### config.mk
export PLATFORM = sky130hd
export DESIGN_NAME = fetch_stage
export DESIGN_NICKNAME = d
export VERILOG_FILES = /design/src/rtl/fetch_stage.sv
export SDC_FILE = /design/constraint.sdc
export NUM_CORES = 1
export LEC_CHECK = 0
export BUFFER_PORTS_ARGS = -buffer_cell sky130_fd_sc_hd__buf_2
export CORE_MARGIN = 4
export CORE_UTILIZATION = 46
export DETAILED_ROUTE_END_ITERATION = 16
export PLACE_DENSITY_LB_ADDON = 0.08
export SLEW_MARGIN = 10
export SYNTH_ARGS = -nofsm -noshare
export SYNTH_HDL_FRONTEND = slang
export SYNTH_SLANG_ARGS = --single-unit
export TNS_END_PERCENT = 100
### constraint.sdc
create_clock -name clk_i -period 1.99 [get_ports clk_i]
set_input_delay 0.0995 -clock clk_i [delete_from_list [all_inputs] [get_ports clk_i]]
set_output_delay 0.0995 -clock clk_i [all_outputs]
set_load 0.01 [all_outputs]
### src/rtl/fetch_stage.sv
// Instruction fetch stage with IF/ID register: single outstanding imem request, one-entry hold buffer.
// Optional macro FETCH_NOP_BUBBLE_EN: instr_o reads as ADDI x0,x0,0 whenever the slot is invalid.
module fetch_stage #(
  parameter logic [31:0] RESET_PC = 32'h0000_0000
) (
  input  logic        clk_i,
  input  logic        rst_ni,
  input  logic        stall_i,
  input  logic        redirect_i,
  input  logic [31:0] redirect_pc_i,
  output logic        imem_req_o,
  output logic [31:0] imem_addr_o,
  input  logic        imem_gnt_i,
  input  logic        imem_rvalid_i,
  input  logic [31:0] imem_rdata_i,
  output logic [31:0] instr_o,
  output logic [31:0] pc_o,
  output logic [31:0] pc_plus4_o,
  output logic        instr_valid_o
);

  typedef enum logic [1:0] {FETCH, WAIT, HOLD} state_e;

  state_e      state_q, state_d;
  logic [31:0] pc_q, pc_d;
  logic [31:0] req_pc_q, req_pc_d;
  logic [31:0] buf_q, buf_d;
  logic [31:0] buf_pc_q, buf_pc_d;
  logic [31:0] instr_q, instr_d;
  logic [31:0] ifid_pc_q, ifid_pc_d;
  logic        kill_q, kill_d;
  logic        valid_q, valid_d;
  logic        ifid_free;

  function automatic logic [31:0] align_pc(input logic [31:0] pc);
    return pc & 32'hFFFF_FFFC;
  endfunction

  always_comb begin
    state_d   = state_q;
    pc_d      = pc_q;
    req_pc_d  = req_pc_q;
    buf_d     = buf_q;
    buf_pc_d  = buf_pc_q;
    instr_d   = instr_q;
    ifid_pc_d = ifid_pc_q;
    kill_d    = kill_q;
    // A stalled live slot holds; otherwise the slot drains to a bubble.
    valid_d   = valid_q & stall_i;
    ifid_free = ~valid_q | ~stall_i;

    case (state_q)
      FETCH: begin
        if (imem_gnt_i) begin
          req_pc_d = pc_q;
          state_d  = WAIT;
        end
      end
      WAIT: begin
        if (imem_rvalid_i) begin
          if (kill_q) begin
            kill_d  = 1'b0;
            state_d = FETCH;
          end else begin
            pc_d = req_pc_q + 32'd4;
            if (ifid_free) begin
              instr_d   = imem_rdata_i;
              ifid_pc_d = req_pc_q;
              valid_d   = 1'b1;
              state_d   = FETCH;
            end else begin
              buf_d    = imem_rdata_i;
              buf_pc_d = req_pc_q;
              state_d  = HOLD;
            end
          end
        end
      end
      HOLD: begin
        if (!stall_i) begin
          instr_d   = buf_q;
          ifid_pc_d = buf_pc_q;
          valid_d   = 1'b1;
          state_d   = FETCH;
        end
      end
      default: state_d = FETCH;
    endcase

    // Redirect beats stall; a response already in flight is marked for discard.
    if (redirect_i) begin
      pc_d      = align_pc(redirect_pc_i);
      valid_d   = 1'b0;
      instr_d   = instr_q;
      ifid_pc_d = ifid_pc_q;
      case (state_q)
        FETCH: begin
          if (imem_gnt_i) kill_d = 1'b1;
        end
        WAIT: begin
          if (imem_rvalid_i) begin
            kill_d  = 1'b0;
            state_d = FETCH;
          end else begin
            kill_d  = 1'b1;
          end
        end
        default: state_d = FETCH;
      endcase
    end
  end

  always_ff @(posedge clk_i or negedge rst_ni) begin
    if (!rst_ni) begin
      state_q   <= FETCH;
      pc_q      <= align_pc(RESET_PC);
      req_pc_q  <= 32'd0;
      buf_q     <= 32'd0;
      buf_pc_q  <= 32'd0;
      instr_q   <= 32'd0;
      ifid_pc_q <= 32'd0;
      kill_q    <= 1'b0;
      valid_q   <= 1'b0;
    end else begin
      state_q   <= state_d;
      pc_q      <= pc_d;
      req_pc_q  <= req_pc_d;
      buf_q     <= buf_d;
      buf_pc_q  <= buf_pc_d;
      instr_q   <= instr_d;
      ifid_pc_q <= ifid_pc_d;
      kill_q    <= kill_d;
      valid_q   <= valid_d;
    end
  end

  assign imem_req_o    = rst_ni & (state_q == FETCH);
  assign imem_addr_o   = pc_q;
  assign pc_o          = ifid_pc_q;
  assign pc_plus4_o    = ifid_pc_q + 32'd4;
  assign instr_valid_o = valid_q;

`ifdef FETCH_NOP_BUBBLE_EN
  assign instr_o = valid_q ? instr_q : 32'h0000_0013;
`else
  assign instr_o = instr_q;
`endif

endmodule

== Word-level counts from Yosys, hierarchy flattened ==
Index checks and enable logic that the tools add are counted.

* Memory bits (writable): 0
* Flip-flop bits (word level): 196
* Word-level logic and storage cells: 69
* Memory bits (read-only): 0
* Latch bits: 0
* Memories: 0

* Divide/modulo/power cells: 0
* Bitwise logic cells: 8
* Order comparisons: 0
* $add $sub $neg: 2
* Eq/ne operators: 7
* Multiply operators: 0
* Reduce and logical (&&, ||, !) cells: 8
* Shift operators: 0
* Muxes and demuxes: 35

{| class="wikitable"
|+ Operator list
! kind !! number
|-
| 2-to-1 mux 32 bit || 12
|-
| one-hot mux 32 bit (2 select lines) || 2
|-
| adder 32 x 3 -> 32 bit, second input constant || 2
|-
| 2-to-1 mux 2 bit || 7
|-
| 2-to-1 mux 1 bit || 10
|-
| inequality test 2 bit, second input constant || 5
|-
| one-hot mux 2 bit (3 select lines) || 1
|-
| AND reduction 6 bit || 1
|-
| nonzero test 2 bit || 3
|-
| inverter 1 bit || 5
|-
| one-hot mux 1 bit (2 select lines) || 2
|-
| one-hot mux 2 bit (2 select lines) || 1
|-
| AND reduction 4 bit || 1
|-
| AND reduction 3 bit || 1
|-
| bitwise AND 1 bit || 2
|-
| equality test 2 x 1 -> 1 bit, second input constant || 1
|-
| equality test 2 bit, second input constant || 1
|-
| logical NOT 2 bit || 1
|-
| AND reduction 2 bit || 1
|-
| bitwise OR 1 bit || 1
|}

== Logic depth before layout (Yosys ltp) ==
Gate-level depths: netlist of run 1.

* Word-level depth: 9
* Gate-level depth with buffers: 9
* Depth with buffers taken out: 7

== Least setup slack after synthesis of run 1 ==
Ideal clock, no wire load.

* Kind: register -> register
* Start point: register state_q[1]
* End point: register buf_q[0]
* Period minus slack after synthesis: 1.969 ns
* Buffers on the path: 2
* Required time: 1.865 ns
* Setup slack: 0.021 ns
* Arrival time: 1.845 ns
* Stages on the path, launching flop included: 9
* Cells stage by stage: dfrtp_1 inv_1 ha_1 nand2_1 nor2_1 and3_1 clkbuf_1 buf_2 mux2_2

* Longest elaborated chain between the ends: 2

{| class="wikitable"
|+ Ends and longest elaborated chain
! item !! RTL line !! RTL
|-
| start: declaration || 24 || <nowiki>state_e state_q, state_d;</nowiki>
|-
| start signal: assignment || 125 || <nowiki>state_q <= state_d;</nowiki>
|-
| equality test 2 x 1 -> 1 bit || 52 || <nowiki>case (state_q)</nowiki>
|-
| AND reduction 4 bit (no source line) || -- ||
|-
| end signal: assignment || 128 || <nowiki>buf_q <= buf_d;</nowiki>
|-
| end: declaration || 27 || <nowiki>logic [31:0] buf_q, buf_d;</nowiki>
|}

Every way passes these cells.
A chain may end at the register's enable or synchronous reset.

== Worst setup path in the final report of run 1 ==
* Start point: register ifid_pc_q[2], in the netlist pc_o[2]
* End point: output port pc_plus4_o[31]

* Longest elaborated chain between the ends: 1

{| class="wikitable"
|+ Ends and longest elaborated chain
! item !! RTL line !! RTL
|-
| start: declaration || 30 || <nowiki>logic [31:0] ifid_pc_q, ifid_pc_d;</nowiki>
|-
| start signal: assignment || 131 || <nowiki>ifid_pc_q <= ifid_pc_d;</nowiki>
|-
| adder 32 x 3 -> 32 bit || 140 || <nowiki>assign pc_plus4_o = ifid_pc_q + 32'd4;</nowiki>
|-
| end: declaration || 18 || <nowiki>output logic [31:0] pc_plus4_o,</nowiki>
|}

Every way passes these cells.

==> summary.txt, run 1 <==
Synthesis
  – Most frequent cells after synthesis: dfrtp_1, nand2_1, mux2_2
  – Synthesized area: 9253 sq um
  – Post-synthesis xor/xnor area fraction: 0.05017
  – Cell taking the most area after synthesis: dfrtp_1
  – Multiplexer share of the synthesized area: 0.1915
  – Post-synth ARST share: 1.000
  – Avg Inst Size Synth: 11.16 sq um
  – Synth top area share: 0.5301
  – Synth top area cells: dfrtp_1, mux2_2, mux2i_1, nand2_1, o21ai_0
  – Syn Nets: 905
  – Count leader, synth: dfrtp_1
  – Synth Flop Type: dfrtp_1
  – Compound-Gate Fraction of Synth Area: 0.07397
  – Synth warnings: 0
  – Synth unique cells: 42
  – Post-synth EDFFs: 0
  – #FFs+latches synth: 196
  – Post-Synth Adder-Cell Area: 0.008114
  – Largest family of logic cells by synthesized area: multiplexers
  – Seq/Total Area, Yosys: 0.5301
  – Cells after synthesis: 829
  – Synthesized-area fraction occupied by and/or/nand/nor cells: 0.1174

Clock tree
  – CTS tree: yes
  – Clock Path Buffers: 2
  – Clk_lat worst skew: 0.43 ns
  – TritonCTS Buffers: 17
  – H-tree depth: 4
  – Clock slew at reported path FFs: 0.07 ns
  – CTS root buffer: clkbuf_16
  – CTS sink cnt: 196

Timing
  – Period utilization: 1.171
  – Transition time at the pin with the least slew margin: 0.4112 ns
  – Final TNS setup: -3.826 ns
  – Slew headroom: 0.7259
  – Setup Viol. Count Final: 19
  – Max-slew violations: 0
  – Skew final: 0.01007 ns
  – Hold Violations, Final: 0
  – Fmax: 429.3 MHz
  – RSZ-0062 raised after global routing: true
  – Final WS setup: -0.3396 ns
  – Final min period: 2.330 ns

Floorplanning
  – Die height: 149.8 microns
  – Placeable Area: 19650 sq um
  – Io pins: 200
  – Starting density of the core: 0.4708
  – # rows: 51
  – Die width: 149.8 microns
  – Die area: 22450 sq um

Route
  – Avg WL per Cell: 16.43 microns
  – Met3 wire len: 1074 microns
  – DR top layer: met5
  – ANT nets after route: 0
  – Met2 wire length: 10910 microns
  – Via count: 7168
  – DRC violations left: 0
  – Final WL: 23000 microns
  – DRT met1 WL: 10710 microns
  – Drt pass-1 iters: 4
  – Vias per inst: 5.120
  – Initial drt markers: 295

Worst setup path
  – Worst Path Required: 1.89 ns
  – CP Class: reg -> out
  – Levels on crit path: 6
  – Reg2reg path depth: 7
  – Cell breakdown of the critical path: and4_4, nand4_1, nor3_4, nor3b_4, xor2_1, buf_2
  – R2R Path End: buf_pc_q[15]
  – Reg-to-Reg Start: state_q[1]
  – CP Data Arrival Time: 2.23 ns
  – Reg-to-reg slack, setup: 0.15 ns
  – Slowest stage delay, CP: 0.38 ns
  – Slowest cell on crit path: dfrtp_1
  – CP delay by family, top: simple AND/OR/NAND/NOR gates
  – Buffers and inverters on the worst path: 1
  – CP endpoint kind: output port
  – Crit path launch type: flop
  – Crit Path Max Fanout: 3

Global route
  – First-pass GRT wire length: 36270 microns
  – Largest net degree at the start of global routing: 71
  – Vias in the first global route: 6849
  – Initial antenna violation count: 2
  – Total global-route track usage: 0.2051
  – GRT overflow: 0

Min path
  – Worst hold path depth: 3
  – Hold endpoint: instr_valid_o
  – Worst Hold Class: in -> reg
  – Hold wc startpoint: stall_i

Outcome
  – Violated checks: negative setup slack
  – Status: finished with violations

Layout
  – Final core utilization: 0.6287
  – Ratio of cells with drive above 1 in the final layout: 0.3760
  – Post-layout nets: 1196
  – Final Cell Area: 12360 sq um
  – Area grow syn2layout: 33.54%
  – Sequential Area: 4905 sq um
  – Fillers: 1639
  – Area occupied by multi-input gates: 4238 sq um

Run
  – Max-Cap Viols: 0

Power and ir drop
  – Lkg Pwr: 5.880 nW
  – Power per cell area: 1209 nW/um^2
  – Max IR drop VDD: 0.0006659 V

Placement
  – Routability cong.: 0.7862
  – PortBufs: 197
  – Area post-placement: 10980 sq um
  – DP Wirelength: 15760 microns
  – Pre-CTS setup slack: -0.1603 ns
timing repair:
action,CTS,global route
resized for setup,14,19
hold endpoints to repair,290,0
hold buffers,63,0
setup endpoints to repair,19,25
buffers inserted,2,3
pin swaps,12,12
flip-flops by register name, summed over array words and instances (netlist names):
| name | cells |
|---|---|
| buf_pc_q | 32 |
| buf_q | 32 |
| imem_addr_o | 32 |
| instr_o | 32 |
| instr_valid_o | 1 |
| kill_q | 1 |
| pc_o | 32 |
| req_pc_q | 32 |
| state_q | 2 |
per-stage QoR:
stage | power [mW] | hold slack (ns) | std cells
after floorplan | 9.159 | -0.1961 | 829
after global placement | 11.51 | -0.0005649 | 1298
after detailed placement | 11.60 | -0.002619 | 1298
after CTS | 15.05 | 0.001243 | 1395
after global routing | 15.95 | 0.01780 | 1398
final | 14.94 | 0.01875 | 1400
where the power goes:
group / switching, mW / internal [mW] / total [mW]
combinational: 2.72 / 2.62 / 5.34
sequential: 1.02 / 5.28 / 6.30
clock: 1.59 / 1.71 / 3.30
total: 5.33 / 9.61 / 14.9
cells in the final DEF (no fill, tap or decap), types with 14 or more instances in the layout:
| cell | count |
|---|---|
| xnor2_1 | 26 |
| mux2i_1 | 69 |
| mux2_2 | 96 |
| nand4_1 | 18 |
| o21ai_0 | 76 |
| xor2_1 | 22 |
| buf_2 | 196 |
| buf_4 | 50 |
| o221ai_1 | 14 |
| dlygate4sd3_1 | 63 |
| dfrtp_1 | 196 |
| clkbuf_16 | 17 |
| nand2_1 | 128 |
| nand3_1 | 21 |
| a21oi_1 | 16 |
layer usage:
metal | up-vias | track usage
met4 | 2 | 0.05855
met3 | 28 | 0.03604
li1 | 3500 | -
met5 | - | 0
met1 | 3457 | 0.2892
met2 | 181 | 0.3276
cell families (layout without fill, tap and decap cells):
| logic type | Yosys count | after routing |
|---|---|---|
| DFF | 196 | 196 |
| AOI/OAI and AO/OA | 117 | 117 |
| buffers and inverters | 62 | 366 |
| xor gates and xnor gates | 53 | 53 |
| muxes | 165 | 165 |
| and+or+nand+nor | 230 | 230 |
| other | 0 | 2 |
| adders and majority gates | 6 | 6 |
how the worst max path moves through the flow:
stage | startpoint | to | slack, ns
2_1_floorplan | state_q[1] | buf_q[0] | 0.02
3_3_place_gp | pc_o[3] | pc_plus4_o[31] | -0.11
3_5_place_dp | pc_o[2] | pc_plus4_o[31] | -0.16
4_1_cts | pc_o[3] | pc_plus4_o[31] | -0.37
5_1_grt | pc_o[3] | pc_plus4_o[31] | -0.45
6_report | pc_o[2] | pc_plus4_o[31] | -0.34
tightest hold or removal path, cell delays in order:
cell	delay [ns]
buf_2	0.13
a21oi_1	0.12
a211oi_1	0.05
final cells by class:
class	count	area share
diodes	2	0.0004051
clock buffers	19	0.03666
clock inverters	13	0.009418
inverters	8	0.002430
multi-input cells	571	0.3430
flip-flops and latches	196	0.3970
well taps	265	0.02684
repair buffers	326	0.1843
(Power assumes the default switching activity.)
==> run 2: changes to the inputs <==
--- a/config.mk
+++ b/config.mk
@@ -9,6 +9,7 @@
 export CORE_MARGIN = 4
 export CORE_UTILIZATION = 46
 export DETAILED_ROUTE_END_ITERATION = 16
+export MAX_ROUTING_LAYER = met4
 export PLACE_DENSITY_LB_ADDON = 0.08
 export SLEW_MARGIN = 10
 export SYNTH_ARGS = -nofsm -noshare
==> run 2 against run 1 <==
Against the previous run: the flow still finishes with violations (negative setup slack); total power about the same; flip-flop and latch count did not move; routed wire length is 0.26% lower; die area stayed put; worst hold slack barely moved; core utilization about the same; largest cell class unchanged.
==> summary.txt, run 2 (synthesis results as in run 1) <==
Outcome
  – Status: finished with violations
  – Violated checks: negative setup slack

Global route
  – Largest net degree at the start of global routing: 71
  – Vias in the first global route: 6834
  – GRT overflow: 0
  – Total global-route track usage: 0.2113
  – First-pass GRT wire length: 36270 microns
  – Initial antenna violation count: 2

Clock tree
  – Clock Path Buffers: 2
  – CTS tree: yes
  – Clock slew at reported path FFs: 0.07 ns
  – TritonCTS Buffers: 17
  – CTS root buffer: clkbuf_16
  – H-tree depth: 4
  – CTS sink cnt: 196
  – Clk_lat worst skew: 0.43 ns

Route
  – DRC violations left: 0
  – Final WL: 22940 microns
  – ANT nets after route: 0
  – Initial drt markers: 309
  – Drt pass-1 iters: 4
  – Vias per inst: 5.104
  – Avg WL per Cell: 16.38 microns
  – Via count: 7151

Floorplanning
  – Die width: 149.8 microns
  – Placeable Area: 19650 sq um
  – # rows: 51
  – Io pins: 200
  – Die area: 22450 sq um
  – Die height: 149.8 microns
  – Starting density of the core: 0.4708

Timing
  – Final TNS setup: -3.821 ns
  – Final WS setup: -0.3308 ns
  – Skew final: 0.01039 ns
  – Setup Viol. Count Final: 19
  – Minimum hold slack: 0.01880 ns
  – Period utilization: 1.166
  – Transition time at the pin with the least slew margin: 0.4045 ns
  – Slew headroom: 0.7303
  – RSZ-0062 raised after global routing: true
  – Max-slew violations: 0
  – Final min period: 2.321 ns
  – Fmax: 430.9 MHz
  – Hold Violations, Final: 0

Power and ir drop
  – Clock network fraction of design power: 0.221
  – Power per cell area: 1208 nW/um^2
  – Max IR drop VDD: 0.0006675 V
  – Sw Ratio: 0.3563
  – Switching power: 5.321 mW
  – Logic pwr share: 0.357
  – Lkg Pwr: 5.880 nW
  – Internal power: 9.610 mW
  – Flop pwr share: 0.422

Placement
  – Routability cong.: 0.7972
  – Pre-CTS setup slack: -0.1603 ns
  – DP Wirelength: 15760 microns
  – Placed cell count: 1298
  – PortBufs: 197

Run
  – Max-Cap Viols: 0

Worst setup path
  – CP Data Arrival Time: 2.22 ns
  – Crit Path Max Fanout: 3
  – CP Class: reg -> out
  – Cell breakdown of the critical path: and4_4, nand4_1, nor3_4, nor3b_4, xor2_1, buf_2
  – Slowest cell on crit path: dfrtp_1
  – Crit path launch type: flop
  – Worst Path Required: 1.89 ns
  – Slowest stage delay, CP: 0.38 ns
  – Buffers and inverters on the worst path: 1
  – CP endpoint kind: output port
  – CP delay by family, top: simple AND/OR/NAND/NOR gates

Layout
  – Final core utilization: 0.6288
  – Fin cells: 1401
  – Most frequent cells in the layout: dfrtp_1, buf_2, nand2_1, mux2_2, o21ai_0
  – Area grow syn2layout: 33.56%
  – Ratio of cells with drive above 1 in the final layout: 0.3760
  – Post-layout nets: 1196

Min path
  – Worst Hold Class: in -> reg
run 2: cell count changes in the layout (fill, tap and decap cells not counted), sizes merged:
| cell | before | now |
|---|---|---|
| diode | 2 | 3 |
run 2: power by group through the flow:
stage               Sequential (mW)  Clock, mW  Combinational, mW
floorplan                      6.63          0               2.53
global placement               6.33          0               5.18
detailed placement             6.37          0               5.23
CTS                            6.30       3.40               5.36
global route                   6.50       3.55               5.91
finish                         6.30       3.30               5.34
run 2: repair_timing:
| item | 4_1_cts | 5_1_grt |
|---|---|---|
| endpoints found under the setup margin | 19 | 24 |
| resized for setup | 14 | 19 |
| buffers inserted | 2 | 3 |
| pin swaps | 12 | 12 |
| hold buffers | 63 | 0 |
| endpoints found under the hold margin | 290 | 0 |
run 2: cell type report:
cell class              count  area (sq um)
clock buffers              19         452.9
multi-input cells         571          4238
clock inverters            13         116.4
inverters                   8         30.03
fillers                  1640          7296
well taps                 265         331.6
repair buffers            326          2277
flip-flops and latches    196          4905
diodes                      3         7.507
run 2: layer usage:
| metal | vias up | global-route usage | share of wire | wire length [microns] |
|---|---|---|---|---|
| li1 | 3503 | - | - | - |
| met1 | 3453 | 0.2890 | 0.46 | 10670 |
| met2 | 173 | 0.3280 | 0.47 | 10870 |
| met3 | 22 | 0.03725 | 0.049 | 1115 |
| met4 | 0 | 0.05718 | 0.012 | 284 |
| met5 | - | - | 0 | 0 |
run 2: final timing paths:
kind                       cells after the start               to  slack, ns         start
max                                            6   pc_plus4_o[31]      -0.33       pc_o[2]
min                                            3    instr_valid_o       0.02       stall_i
max reg2reg                                    5  imem_addr_o[17]       0.15  req_pc_q[13]
min reg2reg                                    2      instr_o[12]       0.47   instr_o[12]
max in group asynchronous                      3  imem_addr_o[16]       1.23        rst_ni
min in group asynchronous                      2      instr_o[22]       0.11        rst_ni
run 2: through the flow:
step,cell area [sq um],power (mW)
final,12360,14.93
after global routing,12360,15.95
after CTS,12240,15.05
after detailed placement,10980,11.60
after global placement,10980,11.51
after floorplan,9253,9.159
run 2: worst min-delay path, delay by kind of cell:
family          cells  cell delay [ns]
compound gates      2             0.17
buf+inv             1             0.13
